==> src/rtl/if_fetch_unit_if.sv <==
// Fetch-unit bus: instruction-memory request/response channels, pipeline
// control inputs and the instruction handed to the IF/ID register.
interface if_fetch_unit_if;
    logic        imem_req_valid;
    logic [31:0] imem_req_addr;
    logic        imem_req_ready;
    logic        imem_resp_valid;
    logic [31:0] imem_resp_data;
    logic        stall;
    logic        redirect_valid;
    logic [31:0] redirect_pc;
    logic [31:0] if_ins_out;
    logic [31:0] if_pc_plus_4_out;
    logic        if_valid;

    modport master (
        output imem_req_valid, imem_req_addr, if_ins_out, if_pc_plus_4_out, if_valid,
        input  imem_req_ready, imem_resp_valid, imem_resp_data, stall, redirect_valid, redirect_pc
    );

    modport slave (
        input  imem_req_valid, imem_req_addr, if_ins_out, if_pc_plus_4_out, if_valid,
        output imem_req_ready, imem_resp_valid, imem_resp_data, stall, redirect_valid, redirect_pc
    );
endinterface

==> src/rtl/if_fetch_unit.sv <==
// Instruction fetch: credit-limited request issue, in-order response pairing
// with an address FIFO, instruction queue toward IF/ID, redirect flush/drop.
module if_fetch_unit #(
    parameter logic [31:0] RESET_PC = 32'h0000_0000,
    parameter int unsigned QDEPTH   = 2
) (
    input  logic            clk,
    input  logic            rst,
    if_fetch_unit_if.master bus
);
    localparam int unsigned PW  = $clog2(QDEPTH);
    localparam int unsigned CW  = $clog2(QDEPTH + 1);
    localparam logic [31:0] NOP = 32'h0000_0013;

    typedef struct packed {
        logic [31:0] ins;
        logic [31:0] pc4;
    } iq_entry_t;

    logic [31:0]   pc_q, pc_d;
    logic [CW-1:0] inflight_q, inflight_d;
    logic [CW-1:0] drop_q, drop_d;
    logic [PW-1:0] af_rd_q, af_rd_d, af_wr_q, af_wr_d;
    logic [PW-1:0] iq_rd_q, iq_rd_d, iq_wr_q, iq_wr_d;
    logic [CW-1:0] iq_cnt_q, iq_cnt_d;
    logic [31:0]   af_mem_q [QDEPTH];
    iq_entry_t     iq_mem_q [QDEPTH];

    logic [CW:0]   used;
    logic          credit, redir, req_fire, resp_keep, resp_drop, pop, head_vld;

    function automatic logic [PW-1:0] ptr_inc(input logic [PW-1:0] p);
        return (p == PW'(QDEPTH - 1)) ? '0 : p + 1'b1;
    endfunction

    // Counting queued entries together with in-flight requests reserves a
    // queue slot for every response, so the queue can never overflow.
    assign redir     = bus.redirect_valid;
    assign used      = {1'b0, inflight_q} + {1'b0, iq_cnt_q};
    assign credit    = used < (CW+1)'(QDEPTH);
    assign req_fire  = bus.imem_req_valid & bus.imem_req_ready;
    assign resp_drop = bus.imem_resp_valid & (drop_q != '0);
    assign resp_keep = bus.imem_resp_valid & (drop_q == '0) & ~redir;
    assign pop       = ~bus.stall & (iq_cnt_q != '0) & ~redir;
    assign head_vld  = (iq_cnt_q != '0);

    assign bus.imem_req_valid   = ~rst & credit & ~redir;
    assign bus.imem_req_addr    = pc_q;
    assign bus.if_valid         = head_vld;
    assign bus.if_ins_out       = head_vld ? iq_mem_q[iq_rd_q].ins : NOP;
    assign bus.if_pc_plus_4_out = head_vld ? iq_mem_q[iq_rd_q].pc4 : 32'h0;

    always_comb begin
        pc_d       = pc_q;
        inflight_d = inflight_q;
        drop_d     = drop_q;
        af_rd_d    = af_rd_q;
        af_wr_d    = af_wr_q;
        iq_rd_d    = iq_rd_q;
        iq_wr_d    = iq_wr_q;
        iq_cnt_d   = iq_cnt_q;
        if (redir) begin
            // Everything still outstanding belongs to the old path; a response
            // landing this very cycle is consumed by the flush itself.
            pc_d       = {bus.redirect_pc[31:2], 2'b00};
            inflight_d = inflight_q - CW'(bus.imem_resp_valid);
            drop_d     = inflight_q - CW'(bus.imem_resp_valid);
            af_rd_d    = '0;
            af_wr_d    = '0;
            iq_rd_d    = '0;
            iq_wr_d    = '0;
            iq_cnt_d   = '0;
        end else begin
            if (req_fire) begin
                pc_d    = pc_q + 32'd4;
                af_wr_d = ptr_inc(af_wr_q);
            end
            inflight_d = inflight_q + CW'(req_fire) - CW'(bus.imem_resp_valid);
            if (resp_drop)
                drop_d = drop_q - CW'(1);
            if (resp_keep) begin
                af_rd_d = ptr_inc(af_rd_q);
                iq_wr_d = ptr_inc(iq_wr_q);
            end
            if (pop)
                iq_rd_d = ptr_inc(iq_rd_q);
            iq_cnt_d = iq_cnt_q + CW'(resp_keep) - CW'(pop);
        end
    end

    always_ff @(posedge clk or posedge rst) begin
        if (rst) begin
            pc_q       <= RESET_PC;
            inflight_q <= '0;
            drop_q     <= '0;
            af_rd_q    <= '0;
            af_wr_q    <= '0;
            iq_rd_q    <= '0;
            iq_wr_q    <= '0;
            iq_cnt_q   <= '0;
        end else begin
            pc_q       <= pc_d;
            inflight_q <= inflight_d;
            drop_q     <= drop_d;
            af_rd_q    <= af_rd_d;
            af_wr_q    <= af_wr_d;
            iq_rd_q    <= iq_rd_d;
            iq_wr_q    <= iq_wr_d;
            iq_cnt_q   <= iq_cnt_d;
        end
    end

    // Storage needs no reset: pointers and counts decide what is live.
    always_ff @(posedge clk) begin
        if (req_fire)
            af_mem_q[af_wr_q] <= pc_q + 32'd4;
        if (resp_keep)
            iq_mem_q[iq_wr_q] <= '{ins: bus.imem_resp_data, pc4: af_mem_q[af_rd_q]};
    end
endmodule

==> src/flat_wrapper.sv <==
// flat-port wrapper written by rule: the top's interface ports become plain ports
module if_fetch_unit_flat 
#(
    parameter logic [31:0] RESET_PC = 32'h0000_0000,
    parameter int unsigned QDEPTH   = 2
)
  (clk, rst, bus_imem_req_valid, bus_imem_req_addr, bus_if_ins_out, bus_if_pc_plus_4_out, bus_if_valid, bus_imem_req_ready, bus_imem_resp_valid, bus_imem_resp_data, bus_stall, bus_redirect_valid, bus_redirect_pc);
  if_fetch_unit_if bus_i ();
  input  logic clk;
  input  logic rst;
  output wire logic [$bits(bus_i.imem_req_valid)-1:0] bus_imem_req_valid;
  output wire logic [$bits(bus_i.imem_req_addr)-1:0] bus_imem_req_addr;
  output wire logic [$bits(bus_i.if_ins_out)-1:0] bus_if_ins_out;
  output wire logic [$bits(bus_i.if_pc_plus_4_out)-1:0] bus_if_pc_plus_4_out;
  output wire logic [$bits(bus_i.if_valid)-1:0] bus_if_valid;
  input wire logic [$bits(bus_i.imem_req_ready)-1:0] bus_imem_req_ready;
  input wire logic [$bits(bus_i.imem_resp_valid)-1:0] bus_imem_resp_valid;
  input wire logic [$bits(bus_i.imem_resp_data)-1:0] bus_imem_resp_data;
  input wire logic [$bits(bus_i.stall)-1:0] bus_stall;
  input wire logic [$bits(bus_i.redirect_valid)-1:0] bus_redirect_valid;
  input wire logic [$bits(bus_i.redirect_pc)-1:0] bus_redirect_pc;
  assign bus_imem_req_valid = bus_i.imem_req_valid;
  assign bus_imem_req_addr = bus_i.imem_req_addr;
  assign bus_if_ins_out = bus_i.if_ins_out;
  assign bus_if_pc_plus_4_out = bus_i.if_pc_plus_4_out;
  assign bus_if_valid = bus_i.if_valid;
  assign bus_i.imem_req_ready = bus_imem_req_ready;
  assign bus_i.imem_resp_valid = bus_imem_resp_valid;
  assign bus_i.imem_resp_data = bus_imem_resp_data;
  assign bus_i.stall = bus_stall;
  assign bus_i.redirect_valid = bus_redirect_valid;
  assign bus_i.redirect_pc = bus_redirect_pc;
  if_fetch_unit #(.RESET_PC(RESET_PC), .QDEPTH(QDEPTH)) u_core (.clk(clk), .rst(rst), .bus(bus_i));
endmodule
==> config.mk <==
export PLATFORM = sky130hd
export DESIGN_NAME = if_fetch_unit_flat
export DESIGN_NICKNAME = d
export VERILOG_FILES = /design/src/rtl/if_fetch_unit_if.sv /design/src/rtl/if_fetch_unit.sv /design/src/flat_wrapper.sv
export SDC_FILE = /design/constraint.sdc
export NUM_CORES = 1
export LEC_CHECK = 0
export ABC_CLOCK_PERIOD_IN_PS = 7900
export CORE_MARGIN = 4
export CORE_UTILIZATION = 51
export DETAILED_ROUTE_END_ITERATION = 12
export GPL_ROUTABILITY_DRIVEN = 0
export PLACE_DENSITY_LB_ADDON = 0.2
export REMOVE_ABC_BUFFERS = 1
export SKIP_CTS_REPAIR_TIMING = 1
export SLEW_MARGIN = 40
export SYNTH_ARGS = -nofsm -noshare
export SYNTH_HDL_FRONTEND = slang
export SYNTH_SLANG_ARGS = --single-unit
==> constraint.sdc <==
create_clock -name clk -period 7.9 [get_ports clk]
set_clock_uncertainty 0.2 [all_clocks]
set_input_delay 2.37 -clock clk [delete_from_list [all_inputs] [get_ports clk]]
set_output_delay 2.37 -clock clk [all_outputs]
set_load 0.02 [all_outputs]
# [Word level (Yosys, flattened, before mapping)]
# Memories as Yosys holds them, arrays and structs flattened.
# Cells that the tools add are included.
[word_totals] word_cells=65 input_bits=70 memories=2 out_inout_bits=98 ram_bits=192 regBits=42
[mem_list] name="u_core.iq_mem_q" depth=2 word_bits=64 read_ports=1 rd_clocked_by_memory_dff=0 wr=1 line="if_fetch_unit.sv:27" source="iq_entry_t iq_mem_q [QDEPTH];"
[mem_list] name="u_core.af_mem_q" depth=2 word_bits=32 read_ports=1 rd_clocked_by_memory_dff=0 wr=1 line="if_fetch_unit.sv:26" source="logic [31:0] af_mem_q [QDEPTH];"
[classes] addsub=12 bitwise=11 n_reduce_logical=7 mux=24 n_lt_le_gt_ge=1
[op_table] cell="two-way mux 32 bit" count=4
[op_table] cell="adder 32 x 3 -> 32 bit (second input constant)" count=1
[op_table] cell="two-way mux 1 bit" count=16
[op_table] cell="nonzero test 2 bit" count=6
[op_table] cell="bitwise AND 1 bit" count=8
[op_table] cell="two-way mux 2 bit" count=4
[op_table] cell="subtractor 2 x 1 -> 2 bit" count=3
[op_table] cell="adder 1 bit (second input constant)" count=4
[op_table] cell="adder 2 x 1 -> 2 bit" count=2
[op_table] cell="adder 2 x 2 -> 3 bit" count=1
[op_table] cell="less-than comparator 3 x 2 -> 1 bit (second input constant)" count=1
[op_table] cell="NOT 1 bit" count=3
[op_table] cell="zero test 2 bit" count=1
[op_table] cell="subtractor 2 x 1 -> 2 bit (second input constant)" count=1

# [Logic depth before layout (Yosys ltp)]
# Gate-level depths: netlist of the first run.
[logic_depth] ltp_word=8 depth_mapped=10 depth_no_buf=8

# [Worst setup path before layout of the first run]
# OpenSTA, ideal clock, no wires.
[synth_path] kind="input-to-reg" startpoint="input bus_redirect_valid" endpoint="memory u_core.iq_mem_q[0][10] (netlist name), enable pin" stages=3 arrival_ns=7.006 setup_time_ns=0.558 required_ns=7.142 n_path_buf=2 path_slack_ns=0.136 path_cell_list="clkbuf_8 -> clkbuf_1 -> nor3_1"
[synth_between] elab_chain_cells=4
[synth_rtl] item="from (decl)" line="flat_wrapper.sv:20" source="input wire logic [$bits(bus_i.redirect_valid)-1:0] bus_redirect_valid;"
[synth_rtl] item="NOT 1 bit" line="if_fetch_unit.sv:43" source="assign resp_keep = bus.imem_resp_valid & (drop_q == '0) & ~redir;"
[synth_rtl] item="bitwise AND 1 bit" line="if_fetch_unit.sv:43"
[synth_rtl] item="two-way mux 1 bit" line="if_fetch_unit.sv:117" source="if (resp_keep)"
[synth_rtl] item="two-way mux 1 bit (implied by the code)" line="if_fetch_unit.sv:118" source="iq_mem_q[iq_wr_q] <= '{ins: bus.imem_resp_data, pc4: af_mem_q[af_rd_q]};"
[synth_rtl] item="to (decl)" line="if_fetch_unit.sv:27"
# Every way passes these cells.

# [Worst setup path in the final report of the first run]
[layout_path] startpoint="input rst" endpoint="output bus_imem_req_valid"
[layout_between] elab_chain_cells=3
[layout_rtl] item="from (decl)" line="flat_wrapper.sv:10" source="input logic rst;"
[layout_rtl] item="NOT 1 bit" line="if_fetch_unit.sv:47" source="assign bus.imem_req_valid = ~rst & credit & ~redir;"
[layout_rtl] item="bitwise AND 1 bit (2 in series)" line="if_fetch_unit.sv:47"
[layout_rtl] item="to (decl)" line="flat_wrapper.sv:11" source="output wire logic [$bits(bus_i.imem_req_valid)-1:0] bus_imem_req_valid;"
# Every way passes these cells.

==> flow_summary.json, run 1 <==
{
  "die_x_um": 144.8,
  "worst_pin_slew_ns": 0.7109,
  "drt_first_pass_iters": 7,
  "cts_buffers": 24,
  "synth_simple_gate_area_frac": 0.09499,
  "pwr-share-clk": 0.327,
  "drtAntennaViolNets": 0,
  "die_h_um": 144.8,
  "worst-setup-path-type": "in -> out",
  "antenna_found_initial": 0,
  "endpoint": "bus_imem_req_valid",
  "cp_top_family": "buffers and inverters",
  "synth-seq-cells": 224,
  "fill_cells": 1282,
  "routed_wl_um": 20500,
  "ir_drop_mv": 0.1920,
  "r2r_slack_ns": 4.59,
  "rsz0062_at_grt": "false",
  "worstPathMaxFanout": 5,
  "h-tree-depth": 1,
  "pwr-share-seq": 0.442,
  "crit_top_cell": "clkdlybuf4s50_1",
  "slew_headroom": 0.5261,
  "routed_via_density": 5.585,
  "crit_start": "rst",
  "max_stage_delay_ns": 0.73,
  "critical_path.cell_chain": "clkdlybuf4s50_1 -> nor4_2 -> clkdlybuf4s50_1",
  "syn_area_um2": 9549,
  "critical_path_required_ns": 5.33,
  "stdcell_count": 1075,
  "clk_latency_ns": 0.50,
  "drtIter0Drc": 318,
  "synthArstFlopShare": 0.1786,
  "cts_tree": "yes",
  "p_sw_mw": 0.9457,
  "antenna_cells": 0,
  "setup_viol": 0,
  "rows": 49,
  "synth_xor_area_frac": 0.03302,
  "wl_met3_um": 1436,
  "p_int_mw": 2.453,
  "hpwl_um": 13610,
  "synthToLayoutAreaGrowth_pct": 27.82,
  "dp.cells": 1031,
  "synthFlopType": "edfxtp_1",
  "syn_avg_cell_area_um2": 14.38,
  "yosysWarningCount": 0,
  "final_max_slew_viol_count": 0,
  "fin_tns_setup_ns": 0,
  "setup_ws_ns": 1.354,
  "ys_types": 50,
  "cts_buffer_depth": 3,
  "drc": 0,
  "regArea_um2": 6530,
  "wl_met2_um": 10430,
  "cp_slowest_cell": "clkdlybuf4s50_1",
  "p_comb_frac": 0.231,
  "p_leak_nw": 4.208,
  "die-area_um2": 20980,
  "clock-sinks": 224,
  "synthCells": 664,
  "io_buffers": 161,
  "first_global_vias": 6372,
  "outcome": "completed",
  "final-hold-violation-count": 0,
  "synth_compound_area_frac": 0.05136,
  "arrival_ns": 3.98,
  "synth_edf_count": 184,
  "muxShareOfSynthArea": 0.1014,
  "overflow": 0,
  "grt_max_degree": 64,
  "powerDensity_nw_per_um2": 278.5,
  "routed-via-count": 6004,
  "finalCritPeriodShare": 0.8286,
  "cp.depth": 3,
  "timing.rr.end": "u_core.bus.imem_req_addr[13]$_DFFE_PP0P_",
  "start_kind": "primary input",
  "wl_per_cell_um": 19.07,
  "clk_pin_slew_ns": 0.06,
  "top_layer": "met4",
  "track_usage": 0.1953,
  "r2r-start": "u_core.iq_cnt_q[0]$_DFF_PP0_",
  "ys_seq_area_frac": 0.6834,
  "synth_top_family_by_area": "multiplexers",
  "r2r_cells": 8,
  "drive_above_1_share": 0.1170,
  "multi_input_area_um2": 2804,
  "crit_path_end_kind": "output port",
  "timing.fmax_mhz": 152.8,
  "start_util": 0.5244,
  "hold_path_class": "reg -> reg",
  "period_minus_slack_ns": 6.546,
  "p_sw_frac": 0.2782,
  "cap_viol_max_count": 0,
  "ios": 168,
  "cts.root.buffer_cell": "clkbuf_16",
  "nets": 904,
  "cp.buffers_inverters": 2,
  "place_ws_ns": 1.486,
  "grt_first_pass_wirelength_um": 32490,
  "wirelength_met1_um": 8281,
  "core_area_um2": 18210,
  "synthAdderAreaFrac": 0.008648
}
-- per-stage QoR --
step | cell area [um2] | util | hold slack, ns | power (mW)
6_report | 12210 | 0.6703 | 0.3299 | 3.399
5_1_grt | 12210 | 0.6703 | 0.3754 | 3.550
4_1_cts | 12200 | 0.6699 | 0.3291 | 3.435
3_5_place_dp | 11400 | 0.6261 | 0.3142 | 2.317
3_3_place_gp | 11340 | 0.6228 | 0.2997 | 2.278
2_1_floorplan | 9350 | - | 0.2644 | 1.965
-- sequential cells by signal, summed over array words and instances, names as in the netlist --
register and flops:
u_core.af_mem_q 60, u_core.af_rd_q 1, u_core.af_wr_q 1, u_core.bus.imem_req_addr 30, u_core.drop_q 2, u_core.inflight_q 2
u_core.iq_cnt_q 2, u_core.iq_mem_q 124, u_core.iq_rd_q 1, u_core.iq_wr_q 1
-- cells by family after synthesis --
logic type,after synthesis
fa+ha+maj,6
simple gates,180
flops,224
other cells,1
mux,93
buf+inv,51
compound gates,73
xor+xnor,36
-- worst min-delay path by stage --
| stage | startpoint | endpoint | slack, ns | depth (start not counted) |
|---|---|---|---|---|
| 3_3_place_gp | u_core.af_wr_q$_DFFE_PP0P_ | u_core.af_wr_q$_DFFE_PP0P_ | 0.30 | 1 |
| 3_5_place_dp | u_core.af_wr_q$_DFFE_PP0P_ | u_core.af_wr_q$_DFFE_PP0P_ | 0.31 | 1 |
| 6_report | u_core.af_wr_q$_DFFE_PP0P_ | u_core.af_wr_q$_DFFE_PP0P_ | 0.33 | 1 |
| 4_1_cts | u_core.af_wr_q$_DFFE_PP0P_ | u_core.af_wr_q$_DFFE_PP0P_ | 0.33 | 1 |
| 2_1_floorplan | u_core.af_wr_q$_DFFE_PP0P_ | u_core.af_wr_q$_DFFE_PP0P_ | 0.26 | 1 |
| 5_1_grt | u_core.af_mem_q[0][28]$_DFFE_PP_ | u_core.iq_mem_q[0][28]$_DFFE_PP_ | 0.38 | 1 |
-- layout make-up --
class                      count  share of cell area
sequential                   224              0.5350
multi-input combinational    392              0.2297
timing repair buffer         174              0.1427
clock buffer                  36             0.05792
tap                          229             0.02348
clock inverter                 8            0.007483
inverter                      12            0.003690
-- cells in the mapped netlist, types with 5 or more instances --
| library cell | n | share of area |
|---|---|---|
| nand4_1 | 8 | 0.0052 |
| nand3_1 | 13 | 0.0068 |
| inv_1 | 12 | 0.0047 |
| o21ai_0 | 25 | 0.013 |
| edfxtp_1 | 184 | 0.58 |
| mux2i_1 | 63 | 0.066 |
| buf_1 | 6 | 0.0024 |
| mux2_2 | 30 | 0.035 |
| nor3_1 | 11 | 0.0058 |
| o311ai_0 | 10 | 0.0092 |
| clkbuf_1 | 21 | 0.0083 |
| xor2_1 | 12 | 0.011 |
| a21o_1 | 5 | 0.0039 |
| nor2_1 | 80 | 0.031 |
| xnor2_1 | 24 | 0.022 |
| nand2_1 | 33 | 0.013 |
| ha_1 | 5 | 0.0066 |
| a221o_1 | 9 | 0.0094 |
| a21oi_1 | 13 | 0.0068 |
| dfrtp_1 | 40 | 0.10 |
-- layer usage --
metal | up-vias | global-route usage
li1 | 2791 | -
met1 | 2972 | 0.2479
met2 | 208 | 0.3447
met3 | 33 | 0.03746
met4 | 0 | 0.05253
met5 | - | 0
-- worst reg2reg max path: stages (launching register included) --
cell	delay, ns
dfrtp_1	0.39
inv_1	0.08
nor2_1	0.13
fa_1	0.45
nor4_2	0.55
nand2_4	0.41
nand2b_1	0.48
o21ai_0	0.18
a221o_1	0.32
-- power groups by stage --
stage          Sequential, mW  Combinational (mW)  Clock (mW)
2_1_floorplan            1.55               0.411           0
3_3_place_gp             1.54               0.742           0
3_5_place_dp             1.53               0.791           0
4_1_cts                  1.50               0.795        1.14
5_1_grt                  1.51               0.847        1.19
6_report                 1.50               0.786        1.11
-- cells in the final DEF (no fill, tap or decap), types with 3 or more instances in the layout --
cell type / netlist / routed
a21o_1: 5 / 5
a21oi_1: 13 / 13
a221o_1: 9 / 9
a22oi_1: 4 / 4
a31oi_1: 4 / 4
and2_1: 4 / 3
and3_1: 4 / 4
buf_12: 0 / 3
buf_4: 4 / 10
clkbuf_1: 21 / 7
clkbuf_16: 0 / 25
clkbuf_8: 3 / 4
clkdlybuf4s50_1: 0 / 160
clkinv_2: 0 / 4
conb_1: 1 / 4
dfrtp_1: 40 / 39
edfxtp_1: 184 / 184
ha_1: 5 / 5
inv_1: 12 / 12
mux2_2: 30 / 30
mux2i_1: 63 / 63
nand2_1: 33 / 33
nand3_1: 13 / 13
nand4_1: 8 / 8
nor2_1: 80 / 77
nor3_1: 11 / 10
nor3b_1: 3 / 3
nor4_1: 3 / 3
o21ai_0: 25 / 25
o311ai_0: 10 / 10
xnor2_1: 24 / 24
xor2_1: 12 / 12
Note: power is estimated with default switching activity, not from simulation.
==> run 2, diff against run 1 <==
- ABC_CLOCK_PERIOD_IN_PS: 7900 -> 6000
- CORE_UTILIZATION: 51 -> 48
- clock period: 7.9 -> 6 ns (I/O delays scaled with it)
==> run 2 against run 1 <==
Effect of this change:
- worst hold slack worse by 0.00074 ns
- critical path depth unchanged
- sequential share of layout area fell by 0.67 points
- non-clock buffer count increased by 3
- global-route usage decreased by 0.87 points
- via count fell by 0.82%
- sequential power up 31%
- register-to-register slack got worse by 2.1 ns
==> flow_summary.json, run 2 (synthesized netlist as in run 1, its figures left out) <==
{
  "critical_path_required_ns": 4.00,
  "grt_max_degree": 49,
  "nets": 907,
  "p_sw_frac": 0.2709,
  "cp.buffers_inverters": 2,
  "worstPathMaxFanout": 5,
  "rsz0062_at_grt": "false",
  "cts.root.buffer_cell": "clkbuf_16",
  "period_minus_slack_ns": 5.282,
  "clock-sinks": 224,
  "crit_path_end_kind": "output port",
  "p_comb_frac": 0.223,
  "cts_buffers": 24,
  "synthToLayoutAreaGrowth_pct": 29.44,
  "top_register": "u_core.iq_mem_q",
  "layout.cells.most_common": "edfxtp_1",
  "h-tree-depth": 1,
  "pwr-share-clk": 0.355,
  "fin_tns_setup_ns": 0,
  "worst-setup-path-type": "in -> out",
  "final_cell_mix": "edfxtp_1, clkdlybuf4s50_1, nor2_1, mux2i_1, dfrtp_1",
  "grt_first_pass_wirelength_um": 32790,
  "start_util": 0.4890,
  "cts_buffer_depth": 3,
  "wl_per_cell_um": 18.63,
  "cp_top_family": "buffers and inverters",
  "finalCritPeriodShare": 0.8804,
  "cp_slowest_cell": "clkdlybuf4s50_1",
  "slew_headroom": 0.5425,
  "p_int_mw": 3.409,
  "routed_wl_um": 20750,
  "overflow": 0,
  "hpwl_um": 13550,
  "die-area_um2": 22210,
  "final-hold-violation-count": 0,
  "cts_tree": "yes",
  "pwr-share-seq": 0.422,
  "crit_top_cell": "clkdlybuf4s50_1",
  "clk_pin_slew_ns": 0.06,
  "drt_first_pass_iters": 5,
  "setup_viol": 0,
  "ios": 168,
  "first_global_vias": 6193,
  "die_h_um": 149.0,
  "critical_path.cell_chain": "clkdlybuf4s50_1 -> nor4_2 -> clkdlybuf4s50_1",
  "drive_above_1_share": 0.1225,
  "p_sw_mw": 1.266,
  "timing.fmax_mhz": 189.3,
  "max_stage_delay_ns": 0.70,
  "outcome": "completed",
  "routed_via_density": 5.346,
  "antenna_cells": 0,
  "drc": 0,
  "routed-via-count": 5955,
  "power_mw": 4.675,
  "ir_drop_mv": 0.2068,
  "worst_pin_slew_ns": 0.6838,
  "cap_viol_max_count": 0,
  "rows": 51,
  "final_max_slew_viol_count": 0,
  "start_kind": "primary input",
  "drtIter0Drc": 321,
  "hold_path_class": "reg -> reg",
  "p_leak_nw": 4.253,
  "antenna_found_initial": 0,
  "fill_cells": 1462,
  "die_x_um": 149.0,
  "core_area_um2": 19530,
  "arrival_ns": 3.28,
  "drtAntennaViolNets": 0,
  "powerDensity_nw_per_um2": 378.2,
  "track_usage": 0.1866,
  "clk_latency_ns": 0.51,
  "largest_reg_flops": 124,
  "io_buffers": 161
}
## run 2: cell types whose count changed in the layout (fill, tap and decap cells not counted)
cell,previous run,this run
buf_12,3,2
nand2_4,1,0
clkinvlp_4,1,3
buf_4,10,14
nor2_1,77,78
clkbuf_8,4,1
nand2_2,0,1
clkinv_1,1,0
nor2_2,2,1
clkinv_2,4,3
bufinv_16,2,7
clkbuf_1,7,5
## run 2: power groups by stage
stage	sequential (mW)	clock (mW)	combinational, mW
finish	1.97	1.66	1.04
CTS	1.99	1.69	1.04
detailed placement	2.02	0	1.03
floorplan	2.05	0	0.541
global placement	2.01	0	1.00
global route	1.99	1.76	1.13
## run 2: cell type report
cell class | instances | area [um2] | area share
timing repair buffer | 177 | 1752 | 0.1417
clock buffer | 31 | 658.1 | 0.05324
multi-input combinational | 392 | 2796 | 0.2262
inverter | 12 | 45.04 | 0.003644
clock inverter | 13 | 247.7 | 0.02004
tap | 265 | 331.6 | 0.02682
sequential | 224 | 6530 | 0.5283
## run 2: path summary, 6_finish.rpt
path                                         startpoint                                  endpoint  slack, ns  cells after the start
setup / recovery                                    rst                        bus_imem_req_valid       0.72                      3
hold / removal               u_core.af_wr_q$_DFFE_PP0P_                u_core.af_wr_q$_DFFE_PP0P_       0.33                      1
setup reg to reg           u_core.iq_cnt_q[0]$_DFF_PP0_  u_core.bus.imem_req_addr[22]$_DFFE_PP0P_       2.49                      9
hold reg to reg              u_core.af_wr_q$_DFFE_PP0P_                u_core.af_wr_q$_DFFE_PP0P_       0.33                      1
max in group asynchronous                           rst                u_core.iq_rd_q$_DFFE_PP0P_       3.60                      3
min in group asynchronous                           rst  u_core.bus.imem_req_addr[16]$_DFFE_PP0P_       1.59                      3
## run 2: worst register-to-register path: stages, from the launching register on
cell	delay (ns)
dfrtp_1	0.40
inv_1	0.08
nor2_1	0.14
fa_1	0.45
nor4_2	0.46
nand2_2	0.51
buf_4	0.38
or4_4	0.57
nand3b_2	0.10
o211ai_2	0.10
## run 2: per-layer routing
metal | share of wire | vias up | track usage
met1 | 0.43 | 2911 | 0.2553
li1 | - | 2797 | -
met2 | 0.48 | 207 | 0.3109
met3 | 0.061 | 40 | 0.03008
met4 | 0.023 | 0 | 0.05492
met5 | 0 | - | 0
## run 2: stage by stage
step	cell area [um2]	util	std cells	setup WS, ns	hold slack (ns)
after global routing	12360	0.6330	1114	0.5906	0.3587
after global placement	11410	0.5846	1068	0.7426	0.3067
after CTS	12340	0.6320	1113	0.7229	0.3350
final	12360	0.6330	1114	0.7175	0.3291
after floorplan	9350	-	628	-0.8907	0.2644
after detailed placement	11430	0.5856	1069	0.7435	0.3189
